File: src/rtl/seq_mul_pkg.sv
// seq_mul_pkg
// Shared types and widths for the sequential 16x16 multiplier controller.
//   state_t   : controller states (IDLE / MUL / DONE)
//   STEP_W    : width of the partial-product step index
//   OP_W      : operand width
//   PROD_W    : product / accumulator width
package seq_mul_pkg;

  localparam int STEP_W = 2;
  localparam int OP_W   = 16;
  localparam int PROD_W = 32;

  typedef enum logic [1:0] {
    IDLE = 2'd0,
    MUL  = 2'd1,
    DONE = 2'd2
  } state_t;

endpackage

File: src/rtl/seq_mul16_ctrl_wallace8.sv
// WallaceMultiplier8Bit
// Combinational 8x8 unsigned multiplier shared by the sequential controller.
// Ports:
//   a [7:0]  in   multiplicand
//   b [7:0]  in   multiplier
//   p [15:0] out  a*b
module WallaceMultiplier8Bit (
  input  logic [7:0]  a,
  input  logic [7:0]  b,
  output logic [15:0] p
);

  // Partial-product rows; the synthesis tool builds the reduction tree.
  logic [15:0] rows [8];

  always_comb begin
    for (int i = 0; i < 8; i++) begin
      rows[i] = b[i] ? (16'(a) << i) : 16'h0000;
    end
  end

  always_comb begin
    p = 16'h0000;
    for (int i = 0; i < 8; i++) begin
      p = p + rows[i];
    end
  end

endmodule

File: src/rtl/seq_mul16_ctrl.sv
// seq_mul16_ctrl
// 16x16 unsigned multiplier that time-shares one 8x8 multiplier over four
// steps, accumulating shifted partial products into a 32-bit register.
// Ready/valid handshake on both sides.
// Ports:
//   clk        in   clock, rising edge
//   rst_n      in   asynchronous active-low reset
//   in_valid   in   operand pair presented
//   in_ready   out  accepting operands (IDLE only)
//   a, b [15:0] in  unsigned operands
//   out_valid  out  product valid (DONE only)
//   out_ready  in   consumer takes the product
//   product [31:0] out  accumulator, valid while out_valid=1
// Build option: SEQMUL_ZERO_SKIP_EN -- a zero operand skips straight to DONE
// with product 0 (latency 1 instead of 4).
//
// state | meaning
// IDLE  | waiting for an operand pair, in_ready=1
// MUL   | one 8x8 partial per cycle, step 0..3
// DONE  | product held until out_ready, out_valid=1
module seq_mul16_ctrl
  import seq_mul_pkg::*;
(
  input  logic              clk,
  input  logic              rst_n,
  input  logic              in_valid,
  output logic              in_ready,
  input  logic [OP_W-1:0]   a,
  input  logic [OP_W-1:0]   b,
  output logic              out_valid,
  input  logic              out_ready,
  output logic [PROD_W-1:0] product
);

  state_t              state, state_nxt;
  logic [STEP_W-1:0]   step;
  logic [OP_W-1:0]     a_q, b_q;
  logic [PROD_W-1:0]   acc;
  logic                accept;
  logic                zero_op;
  logic [7:0]          mul_a, mul_b;
  logic [15:0]         partial;
  logic [4:0]          shift_amt;

`ifdef SEQMUL_ZERO_SKIP_EN
  assign zero_op = (a == '0) || (b == '0);
`else
  assign zero_op = 1'b0;
`endif

  always_ff @(posedge clk or negedge rst_n) begin
    if (!rst_n) state <= IDLE;
    else        state <= state_nxt;
  end

  always_comb begin
    state_nxt = state;
    in_ready  = 1'b0;
    out_valid = 1'b0;
    accept    = 1'b0;
    case (state)
      IDLE: begin
        in_ready = 1'b1;
        if (in_valid) begin
          accept    = 1'b1;
          state_nxt = zero_op ? DONE : MUL;
        end
      end
      MUL: begin
        if (step == STEP_W'(3)) state_nxt = DONE;
      end
      DONE: begin
        out_valid = 1'b1;
        if (out_ready) state_nxt = IDLE;
      end
      default: state_nxt = IDLE;
    endcase
  end

  // step[0] picks the high byte of a, step[1] the high byte of b, giving the
  // order lo*lo, hi*lo, lo*hi, hi*hi.
  assign mul_a = step[0] ? a_q[15:8] : a_q[7:0];
  assign mul_b = step[1] ? b_q[15:8] : b_q[7:0];

  always_comb begin
    case (step)
      2'd0:    shift_amt = 5'd0;
      2'd3:    shift_amt = 5'd16;
      default: shift_amt = 5'd8;
    endcase
  end

  WallaceMultiplier8Bit u_mul8 (
    .a (mul_a),
    .b (mul_b),
    .p (partial)
  );

  always_ff @(posedge clk or negedge rst_n) begin
    if (!rst_n) begin
      step <= '0;
      a_q  <= '0;
      b_q  <= '0;
      acc  <= '0;
    end else if (accept) begin
      step <= '0;
      a_q  <= a;
      b_q  <= b;
      acc  <= '0;
    end else if (state == MUL) begin
      step <= step + STEP_W'(1);
      acc  <= acc + (PROD_W'(partial) << shift_amt);
    end
  end

  assign product = acc;

endmodule

File: config.mk
export PLATFORM = sky130hd
export DESIGN_NAME = seq_mul16_ctrl
export DESIGN_NICKNAME = d
export VERILOG_FILES = /design/src/rtl/seq_mul_pkg.sv /design/src/rtl/seq_mul16_ctrl_wallace8.sv /design/src/rtl/seq_mul16_ctrl.sv
export SDC_FILE = /design/constraint.sdc
export NUM_CORES = 1
export LEC_CHECK = 0
export CORE_ASPECT_RATIO = 1.4
export CORE_MARGIN = 2
export CORE_UTILIZATION = 45
export DETAILED_ROUTE_END_ITERATION = 12
export GPL_ROUTABILITY_DRIVEN = 0
export PLACE_DENSITY = 0.64
export SYNTH_ARGS = -nofsm -noshare
export SYNTH_HDL_FRONTEND = slang
export SYNTH_SLANG_ARGS = --single-unit
File: constraint.sdc
create_clock -name clk -period 17.4 [get_ports clk]
set_clock_uncertainty 0.2 [all_clocks]
set_input_delay 3.48 -clock clk [delete_from_list [all_inputs] [get_ports clk]]
set_output_delay 3.48 -clock clk [all_outputs]
set_load 0.05 [all_outputs]
; ---- Word-level counts from Yosys, hierarchy flattened
; Index checks and enable logic that the tools add are counted.
[totals]
register_bits = 68
latch_bits = 0
ramBits = 0
rom_bits = 0
output_inout_bits = 34
memories = 0
[classes]
addsub = 9
n_mul = 0
div = 0
order_cmp = 0
eq_ne = 6
n_shift = 1
n_mux = 23
n_bitwise = 0
reduce_logical = 4
[ops]
columns = op, n
row1 = $mux 32, 2
row2 = $add 16x16->16, 3
row3 = $add 32x32->32, 1
row4 = $shl 16x5->32, 1
row5 = $mux 8, 3
row6 = $add 16x10->16, 1
row7 = $add 16x13->16, 1
row8 = $add 16x14->16, 1
row9 = $add 16x15->16, 1
row10 = $mux 15, 1
row11 = $mux 14, 1
row12 = $mux 13, 1
row13 = $mux 12, 1
row14 = $mux 11, 1
row15 = $mux 10, 1
row16 = $mux 2, 5
row17 = $pmux 5 s2, 1
row18 = $mux 9, 1
row19 = $ne 2x2->1 const B, 3
row20 = $pmux 2 s3, 1
row21 = $eq 2x2->1 const B, 2
row22 = $logic_not 2->1, 2
row23 = $mux 1, 4
row24 = $reduce_and 3->1, 1
row25 = 3 further kinds, 3

; ---- Depth between registers and ports, before layout
; Gate-level depths: netlist (run 1).
[logic_depth]
word_depth = 13
depth_mapped = 30
mapped_depth_nobuf = 29

; ---- Cells and area by module
; Synthesis (run 1) repeated with hierarchy kept, for this count alone.
[hier_totals]
cells_unflattened = 783
area_unflattened_um2 = 6667.6
[by_module_without_submodules]
columns = module, instances, cells_per_inst, area_per_inst_um2, seq_area_each_um2
row1 = seq_mul16_ctrl, 1, 550, 4674.5, 1701.6
row2 = WallaceMultiplier8Bit, 1, 233, 1993.2, 0.0

; ---- Least setup slack after synthesis (run 1)
; Ideal clock, no wire load.
[synth_timing]
path_kind = register to register
from = register step[0]
to = register acc[31] (netlist: product[31])
setup_ns = 0.124
t_arrival_ns = 7.129
t_required_ns = 17.076
path_slack_ns = 9.947
path_stages_with_launch = 27
synth_period_minus_slack_ns = 7.453
cell_sequence = dfrtp_1 -> buf_1 -> mux2i_1 -> nor2_1 -> fa_1 -> fa_1 -> fa_1 -> inv_1 -> fa_1 -> inv_1 -> ha_1 -> inv_1 -> o21bai_1 -> a21oi_1 -> o21bai_1 -> a21o_1 -> mux2_2 -> a311o_1 -> ha_1 -> a21oi_1 -> o221a_2 -> nor3_1 -> o21ai_1 -> a21oi_1 -> or4_1 -> and3_1 -> a211o_1
[synth_via]
elab_chain_cells = 13
word_cells_on_any_way = 23
cone_classes = add/sub (8) / eq/ne (1) / shift (1) / mux (12) / reduce/logical (1)
[synth_lines]
columns = item, line
row1 = from (decl), seq_mul16_ctrl.sv:36  ; logic [STEP_W-1:0] step;
row2 = from (signal assigned), seq_mul16_ctrl.sv:111  ; step <= step + STEP_W'(1);
row3 = $mux 8, seq_mul16_ctrl.sv:82  ; assign mul_a = step[0] ? a_q[15:8] : a_q[7:0];
row4 = $mux 8 or $mux 9 (tied branches), seq_mul16_ctrl_wallace8.sv:18  ; rows[i] = b[i] ? (16'(a) << i) : 16'h0000;
row5 = $add 16x16->16, seq_mul16_ctrl_wallace8.sv:25  ; p = p + rows[i];
row6 = $add 16x10->16, seq_mul16_ctrl_wallace8.sv:25
row7 = $add 16x16->16 (2 in series), seq_mul16_ctrl_wallace8.sv:25
row8 = $add 16x13->16, seq_mul16_ctrl_wallace8.sv:25
row9 = $add 16x14->16, seq_mul16_ctrl_wallace8.sv:25
row10 = $add 16x15->16, seq_mul16_ctrl_wallace8.sv:25
row11 = $shl 16x5->32 (*), seq_mul16_ctrl.sv:112  ; acc <= acc + (PROD_W'(partial) << shift_amt);
row12 = $add 32x32->32 (*), seq_mul16_ctrl.sv:112
row13 = $mux 32 (*), seq_mul16_ctrl.sv:110  ; end else if (state == MUL) begin
row14 = $mux 32 (*), seq_mul16_ctrl.sv:105  ; end else if (accept) begin
row15 = to (signal assigned), seq_mul16_ctrl.sv:112
row16 = to (decl), seq_mul16_ctrl.sv:38  ; logic [PROD_W-1:0] acc;
; Mark *: on every way between the ends. The rest lies on a longest branch, timed or not. The select of a mux whose other input is x is not followed.
; A chain may end at the register's enable or synchronous reset.

; ---- Final worst setup path (run 1)
; Same ends and word-level chain as after synthesis.

==> results of run 1 <==
==> final timing paths <==
kind                         start     endpoint  cells after the start
setup / recovery           step[0]  product[31]                     25
hold / removal              b_q[1]       b_q[1]                      2
setup reg to reg           step[0]  product[31]                     25
hold reg to reg             b_q[1]       b_q[1]                      2
max in group asynchronous    rst_n       b_q[0]                      2
min in group asynchronous    rst_n   product[0]                      2
==> metal layers <==
metal  global-route usage, %  routed length, µm
met2                    41.7               9210
met5                       0                  0
met3                    4.08                672
met4                    14.4               1010
met1                    26.6               7150
==> critical path, cell delays in order (launching register included) <==
cell	delay, ns
sky130_fd_sc_hd__dfrtp_1	0.74
sky130_fd_sc_hd__mux2i_1	0.72
sky130_fd_sc_hd__nor2_1	0.16
sky130_fd_sc_hd__fa_1	0.58
sky130_fd_sc_hd__fa_1	0.45
sky130_fd_sc_hd__fa_1	0.55
sky130_fd_sc_hd__inv_1	0.06
sky130_fd_sc_hd__fa_1	0.53
sky130_fd_sc_hd__inv_1	0.04
sky130_fd_sc_hd__ha_1	0.30
sky130_fd_sc_hd__inv_1	0.07
sky130_fd_sc_hd__o21bai_1	0.13
sky130_fd_sc_hd__a21oi_1	0.10
sky130_fd_sc_hd__o21bai_1	0.33
sky130_fd_sc_hd__a21o_1	0.21
sky130_fd_sc_hd__mux2_2	0.33
sky130_fd_sc_hd__a311o_1	0.32
sky130_fd_sc_hd__ha_1	0.35
sky130_fd_sc_hd__a21oi_1	0.26
sky130_fd_sc_hd__o221a_2	0.26
sky130_fd_sc_hd__nor3_1	0.05
sky130_fd_sc_hd__o21ai_1	0.18
sky130_fd_sc_hd__a21oi_1	0.11
sky130_fd_sc_hd__or4_1	0.49
sky130_fd_sc_hd__and3_1	0.18
sky130_fd_sc_hd__a211o_1	0.26
==> metrics by stage <==
step | hold WS (ns) | cells
after floorplan | 0.245 | 805
after global placement | 0.276 | 1041
after detailed placement | 0.269 | 1041
after CTS | 0.285 | 1057
after global routing | 0.319 | 1057
final | 0.278 | 1057
==> kinds of logic after synthesis <==
logic type	Yosys count	share of synthesized area, %
AO/OA/AOI/OAI	156	15.6
flip-flops	68	25.4
adder cells (fa/ha/maj)	103	23.6
AND/OR/NAND/NOR	324	21.6
multiplexers	28	4.33
XOR/XNOR	32	4.18
buffers and inverters	94	5.30
==> final cells by class <==
class                   instances  area, µm²
clock buffers                   9        225
multi-input cells             643       4640
inverters                      67        251
clock inverters                 7       83.8
flip-flops and latches         68       1700
well taps                     189        236
fillers                      1354       6640
repair buffers                 74        723
==> cell usage in the layout, fill, tap and decap left out, types with 11 or more instances in the layout <==
cell	Yosys	routed
sky130_fd_sc_hd__a21o_1	14	14
sky130_fd_sc_hd__a21oi_1	33	33
sky130_fd_sc_hd__and2_1	11	11
sky130_fd_sc_hd__clkdlybuf4s50_1	0	68
sky130_fd_sc_hd__dfrtp_1	68	68
sky130_fd_sc_hd__fa_1	39	39
sky130_fd_sc_hd__ha_1	64	64
sky130_fd_sc_hd__inv_1	66	66
sky130_fd_sc_hd__mux2i_1	20	20
sky130_fd_sc_hd__nand2_1	142	142
sky130_fd_sc_hd__nand2b_1	13	13
sky130_fd_sc_hd__nand3_1	24	24
sky130_fd_sc_hd__nor2_1	80	80
sky130_fd_sc_hd__o21ai_0	42	42
sky130_fd_sc_hd__or2_2	14	14
sky130_fd_sc_hd__xnor2_1	16	16
sky130_fd_sc_hd__xor2_1	16	16
==> registers in the layout, indices dropped and copies added, names as in the netlist <==
| register | cells |
|---|---|
| product | 32 |
| a_q | 16 |
| b_q | 16 |
| state | 2 |
| step | 2 |
==> impl_metrics.sql, run 1 <==
INSERT INTO impl_metrics (metric_group, metric, value, unit) VALUES
('timing', 'post-route-period-util', '46.4', '%'),
('synthesis', 'synth_top_flop_cell', 'sky130_fd_sc_hd__dfrtp_1', ''),
('timing', 'post-route-min-period', '8.07', 'ns'),
('worst_setup_path', 'critPathKind', 'register to register', ''),
('clock_network', 'cts_hold_buffers', '0', ''),
('synthesis', 'ys_warn_count', '0', ''),
('grt', 'gr-total-overflow', '0', ''),
('cells_and_area', 'layout_cell_share_with_drive_strength_beyond_1', '6.11', '%'),
('timing', 'final_max_slew_viol_count', '0', ''),
('drt', 'avgViaCountPerCell', '5.54', ''),
('grt', 'grt_antenna_before_repair', '0', ''),
('worst_setup_path', 'worstPathMaxFanout', '14', ''),
('grt', 'maximum_number_of_pins_on_one_net_before_global_route_repair', '69', ''),
('timing', 'timing_hold_violations_final', '0', ''),
('synthesis', 'synth_top_cell_by_area', 'sky130_fd_sc_hd__dfrtp_1', ''),
('timing', 'worst_setup_slack_final', '9.33', 'ns'),
('status', 'run_status', 'completed', ''),
('synthesis', 'synth_sequential_area_ratio', '25.4', '%'),
('grt', 'grt_pass1_wl', '29400', 'µm'),
('drt', 'drt_wl_total', '18000', 'µm'),
('timing', 'setup_tns', '0', 'ns'),
('worst_setup_path', 'end_kind', 'register', ''),
('cells_and_area', 'layout.cell_area.non_filler', '0.00787', 'mm²'),
('clock_network', 'clock_tree_from_tritoncts', 'yes', ''),
('placed_design', 'place_hpwl', '13800', 'µm'),
('drt', 'drt.antenna.violating_nets', '0', ''),
('synthesis', 'avg_inst_size_synth', '8.32', 'µm²'),
('floorplanning', 'floorplan.die_area', '0.0159', 'mm²'),
('synthesis', 'synth.most_common_cell', 'sky130_fd_sc_hd__nand2_1', ''),
('floorplanning', 'chipHeight', '148', 'µm'),
('clock_network', 'cts_max_path_buffers', '2', ''),
('drt', 'detailedRoute.firstIterationViolations', '270', ''),
('grt', 'vias_in_the_first_global_route', '6030', ''),
('clock_network', 'cts_max_level', '3', ''),
('placed_design', 'port_buffers', '69', ''),
('cells_and_area', 'ant_cells', '0', ''),
('floorplanning', 'num_rows', '52', ''),
('worst_setup_path', 'setup.reg_to_reg.worst_slack', '9.33', 'ns'),
('timing', 'achievable-frequency', '124', 'MHz'),
('timing', 'worst_pin_slew', '0.921', 'ns'),
('placed_design', 'placedInstanceArea', '0.00756', 'mm²'),
('flow_run', 'number_of_max_cap_violations', '0', ''),
('worst_setup_path', 'cp_data_arrival_time', '8.10', 'ns'),
('grt', 'grt_util_overall', '23.8', '%'),
('clock_network', 'post_cts_resize_count', '0', ''),
('cells_and_area', 'final_net_count', '1002', ''),
('floorplanning', 'die_width', '107', 'µm'),
('timing', 'rsz0062_at_grt', 'no', ''),
('synthesis', 'synthTopCellsByCount', 'sky130_fd_sc_hd__nand2_1 (142), sky130_fd_sc_hd__nor2_1 (80), sky130_fd_sc_hd__dfrtp_1 (68)', ''),
('drt', 'route.detailed.wl_per_inst', '17.1', 'µm'),
('cells_and_area', 'area_delta_synth_final', '17.4', '%'),
('clock_network', 'cts.reportedPaths.clkPinSlew', '0.06', 'ns'),
('clock_network', 'cts.repair_timing.setup_buffer_count', '0', ''),
('placed_design', 'dp_worst_setup_slack', '9.37', 'ns'),
('synthesis', 'syn_nets', '944', ''),
('synthesis', 'synth.ff_latch_count', '68', ''),
('cells_and_area', 'fin_util', '54.2', '%'),
('clock_network', 'cts-root-buf', 'sky130_fd_sc_hd__clkbuf_16', ''),
('timing', 'timing.max_slew.rel_slack', '38.6', '%'),
('clock_network', 'insertion_delay_to_the_later_sink_of_the_worst_skew_pair', '0.35', 'ns'),
('floorplanning', 'core_area', '0.0145', 'mm²'),
('floorplanning', 'num_io_pins', '70', ''),
('drt', 'drc', '0', ''),
('drt', 'dr_total_vias', '5852', ''),
('worst_setup_path', 'start_kind', 'register', ''),
('floorplanning', 'initial_utilization', '46.2', '%'),
('synthesis', 'number_of_enable_type_register_cells_in_the_synthesized_netlist', '0', ''),
('synthesis', 'syn-instance-count', '805', ''),
('clock_network', 'cts.sinks', '68', ''),
('synthesis', 'async_flop_share', '100', '%'),
('worst_setup_path', 'critPathRequiredTime', '17.44', 'ns'),
('synthesis', 'synth.top_cell.area_share', '25.4', '%'),
('synthesis', 'netlist_top_cells_area', 'sky130_fd_sc_hd__dfrtp_1 (25%), sky130_fd_sc_hd__ha_1 (12%), sky130_fd_sc_hd__fa_1 (12%), sky130_fd_sc_hd__nand2_1 (8.0%), sky130_fd_sc_hd__nor2_1 (4.5%)', ''),
('timing', 'setup_viol', '0', ''),
('drt', 'first_pass_iters', '5', ''),
('synthesis', 'yosysUniqueCellTypes', '60', ''),
('min_path', 'timing.hold.worst.class', 'register to register', ''),
('clock_network', 'tritoncts.num_buffers', '9', ''),
('synthesis', 'synth_area', '0.00670', 'mm²');
Power of run 1 is left out: the tool's default activity adds up to more than one toggle a clock period on the data nets, which glitch-free logic cannot reach.
==> inputs of run 2 (changes only) <==
- PLACE_DENSITY: 0.64 -> 0.66
- clock period: 17.4 -> 6.52 ns (I/O delays scaled with it)
==> run 2 against run 1 <==
Worst hold slack better by 0.057 ns. The run now ends with setup timing left. Wire length is 12% higher. Clock-buffer cell count did not move. Sequential share of layout area down 3.8 points. Die area is the same. Cell area grew 21%. Largest cell class unchanged.
==> impl_metrics.sql, run 2 (synthesized netlist as in run 1, its figures left out) <==
INSERT INTO impl_metrics (metric_group, metric, value, unit) VALUES
('drt', 'dr_total_vias', '6524', ''),
('worst_setup_path', 'end_kind', 'register', ''),
('worst_setup_path', 'cp_data_arrival_time', '7.20', 'ns'),
('floorplanning', 'num_rows', '52', ''),
('grt', 'maximum_number_of_pins_on_one_net_before_global_route_repair', '69', ''),
('flow_run', 'number_of_max_cap_violations', '0', ''),
('worst_setup_path', 'timing.critical_path.slowest_stage_cell', 'sky130_fd_sc_hd__fa_1', ''),
('cells_and_area', 'fillerInstances', '1195', ''),
('cells_and_area', 'final_net_count', '1143', ''),
('grt', 'vias_in_the_first_global_route', '7045', ''),
('cells_and_area', 'layout_cell_share_with_drive_strength_beyond_1', '27.4', '%'),
('clock_network', 'cts.reportedPaths.clkPinSlew', '0.06', 'ns'),
('timing', 'timing_hold_violations_final', '0', ''),
('cells_and_area', 'final_cell_mix', 'sky130_fd_sc_hd__nand2_1 (141), sky130_fd_sc_hd__buf_4 (134), sky130_fd_sc_hd__clkdlybuf4s50_1 (68)', ''),
('timing', 'timing.max_slew.rel_slack', '39.9', '%'),
('cells_and_area', 'ant_cells', '0', ''),
('floorplanning', 'initial_utilization', '46.2', '%'),
('clock_network', 'cts.sinks', '68', ''),
('worst_setup_path', 'critical_path.n_buffers_inverters', '8', ''),
('timing', 'worst_pin_slew', '0.902', 'ns'),
('worst_setup_path', 'critPathKind', 'register to register', ''),
('clock_network', 'tritoncts.num_buffers', '9', ''),
('placed_design', 'place_hpwl', '15500', 'µm'),
('floorplanning', 'core_area', '0.0145', 'mm²'),
('grt', 'grt_util_overall', '26.3', '%'),
('timing', 'final_max_slew_viol_count', '0', ''),
('cells_and_area', 'area_delta_synth_final', '42.5', '%'),
('timing', 'setup_viol', '18', ''),
('grt', 'gr-total-overflow', '0', ''),
('worst_setup_path', 'critPathRequiredTime', '6.56', 'ns'),
('drt', 'drt_wl_total', '20300', 'µm'),
('timing', 'achievable-frequency', '140', 'MHz'),
('cells_and_area', 'final_cell_count_no_fill', '1198', ''),
('timing', 'post-route-min-period', '7.16', 'ns'),
('clock_network', 'insertion_delay_to_the_later_sink_of_the_worst_skew_pair', '0.36', 'ns'),
('min_path', 'timing.hold.worst.class', 'register to register', ''),
('clock_network', 'cts-root-buf', 'sky130_fd_sc_hd__clkbuf_16', ''),
('worst_setup_path', 'cp_top_family', 'adder cells', ''),
('worst_setup_path', 'crit_path_frequent_cell', 'sky130_fd_sc_hd__buf_4', ''),
('grt', 'grt_pass1_wl', '33000', 'µm'),
('drt', 'route.detailed.wl_per_inst', '16.9', 'µm'),
('cells_and_area', 'most_frequent_standard_cell_in_the_layout_excluding_fill_and_tap_cells', 'sky130_fd_sc_hd__nand2_1', ''),
('clock_network', 'cts_max_path_buffers', '2', ''),
('drt', 'detailedRoute.firstIterationViolations', '335', ''),
('worst_setup_path', 'start_kind', 'register', ''),
('status', 'violations', 'setup timing', ''),
('floorplanning', 'chipHeight', '148', 'µm'),
('timing', 'worst_setup_slack_final', '-0.644', 'ns'),
('grt', 'grt_antenna_before_repair', '0', ''),
('worst_setup_path', 'worstPathMaxFanout', '6', ''),
('timing', 'setup_tns', '-7.14', 'ns'),
('floorplanning', 'die_width', '107', 'µm'),
('clock_network', 'cts_hold_buffers', '0', ''),
('drt', 'avgViaCountPerCell', '5.45', ''),
('worst_setup_path', 'critPathMaxStageDelay', '0.58', 'ns'),
('drt', 'drt.antenna.violating_nets', '0', ''),
('floorplanning', 'floorplan.die_area', '0.0159', 'mm²'),
('clock_network', 'clock_tree_from_tritoncts', 'yes', ''),
('drt', 'first_pass_iters', '5', ''),
('drt', 'drc', '0', ''),
('cells_and_area', 'largest_reg_flops', '32', ''),
('placed_design', 'port_buffers', '69', ''),
('status', 'run_status', 'finished with violations', ''),
('clock_network', 'cts_max_level', '3', ''),
('placed_design', 'numPlacedInstances', '1162', ''),
('floorplanning', 'num_io_pins', '70', ''),
('timing', 'post-route-period-util', '110', '%'),
('timing', 'rsz0062_at_grt', 'yes', '');
==> run 2: worst register-to-register path, delay by kind of cell (launching register included) <==
| kind | cells | cell delay, ns |
|---|---|---|
| fa+ha+maj | 6 | 2.42 |
| compound gates | 7 | 1.40 |
| buf+inv | 8 | 1.02 |
| mux | 2 | 0.30 |
| flops | 1 | 0.41 |
| simple gates | 5 | 1.31 |
==> run 2: worst paths after layout <==
check	start	to	slack, ns	cells after the start
min in group asynchronous	rst_n	b_q[12]	0.96	2
worst min register to register	product[29]	product[29]	0.33	2
max in group asynchronous	rst_n	step[1]	4.54	2
worst min-delay path	product[29]	product[29]	0.33	2
worst max register to register	step[0]	product[31]	-0.64	28
worst max-delay path	step[0]	product[31]	-0.64	28
==> run 2: timing repair <==
action	4_1_cts	5_1_grt
setup buffers	8	11
gates cloned	0	1
pin swaps	14	44
hold endpoints to repair	0	0
gates resized for setup	37	43
endpoints found under the setup margin	19	21
==> run 2: routing by layer <==
| layer | share of wire, % | routed length (µm) | vias up | global-route usage (%) |
|---|---|---|---|---|
| li1 | - | - | 3131 | - |
| met1 | 37 | 7590 | 3200 | 27.2 |
| met2 | 55 | 11300 | 145 | 49.9 |
| met3 | 3.2 | 641 | 48 | 3.81 |
| met4 | 4.0 | 805 | 0 | 14.6 |
| met5 | 0 | 0 | - | 0 |
==> run 2: through the flow <==
| stage | setup WS [ns] | hold WS [ns] | instance area, µm² | util [%] |
|---|---|---|---|---|
| floorplan | -0.168 | 0.245 | 6980 | - |
| global route | -0.843 | 0.360 | 9550 | 65.8 |
| finish | -0.644 | 0.334 | 9550 | 65.8 |
| detailed placement | -0.699 | 0.268 | 8750 | 60.3 |
| CTS | -0.535 | 0.305 | 9250 | 63.7 |
| global placement | -0.544 | 0.258 | 8750 | 60.3 |
==> run 2: cell type report <==
cell class | instances | area, µm² | area share (%)
Clock inverter | 7 | 82.6 | 0.865
Timing Repair Buffer | 215 | 1870 | 19.6
Sequential cell | 68 | 1700 | 17.8
Tap cell | 189 | 236 | 2.48
Clock buffer | 9 | 225 | 2.36
Inverter | 67 | 251 | 2.63
Multi-Input combinational cell | 643 | 5180 | 54.2
Power of run 2 is left out for the same reason.
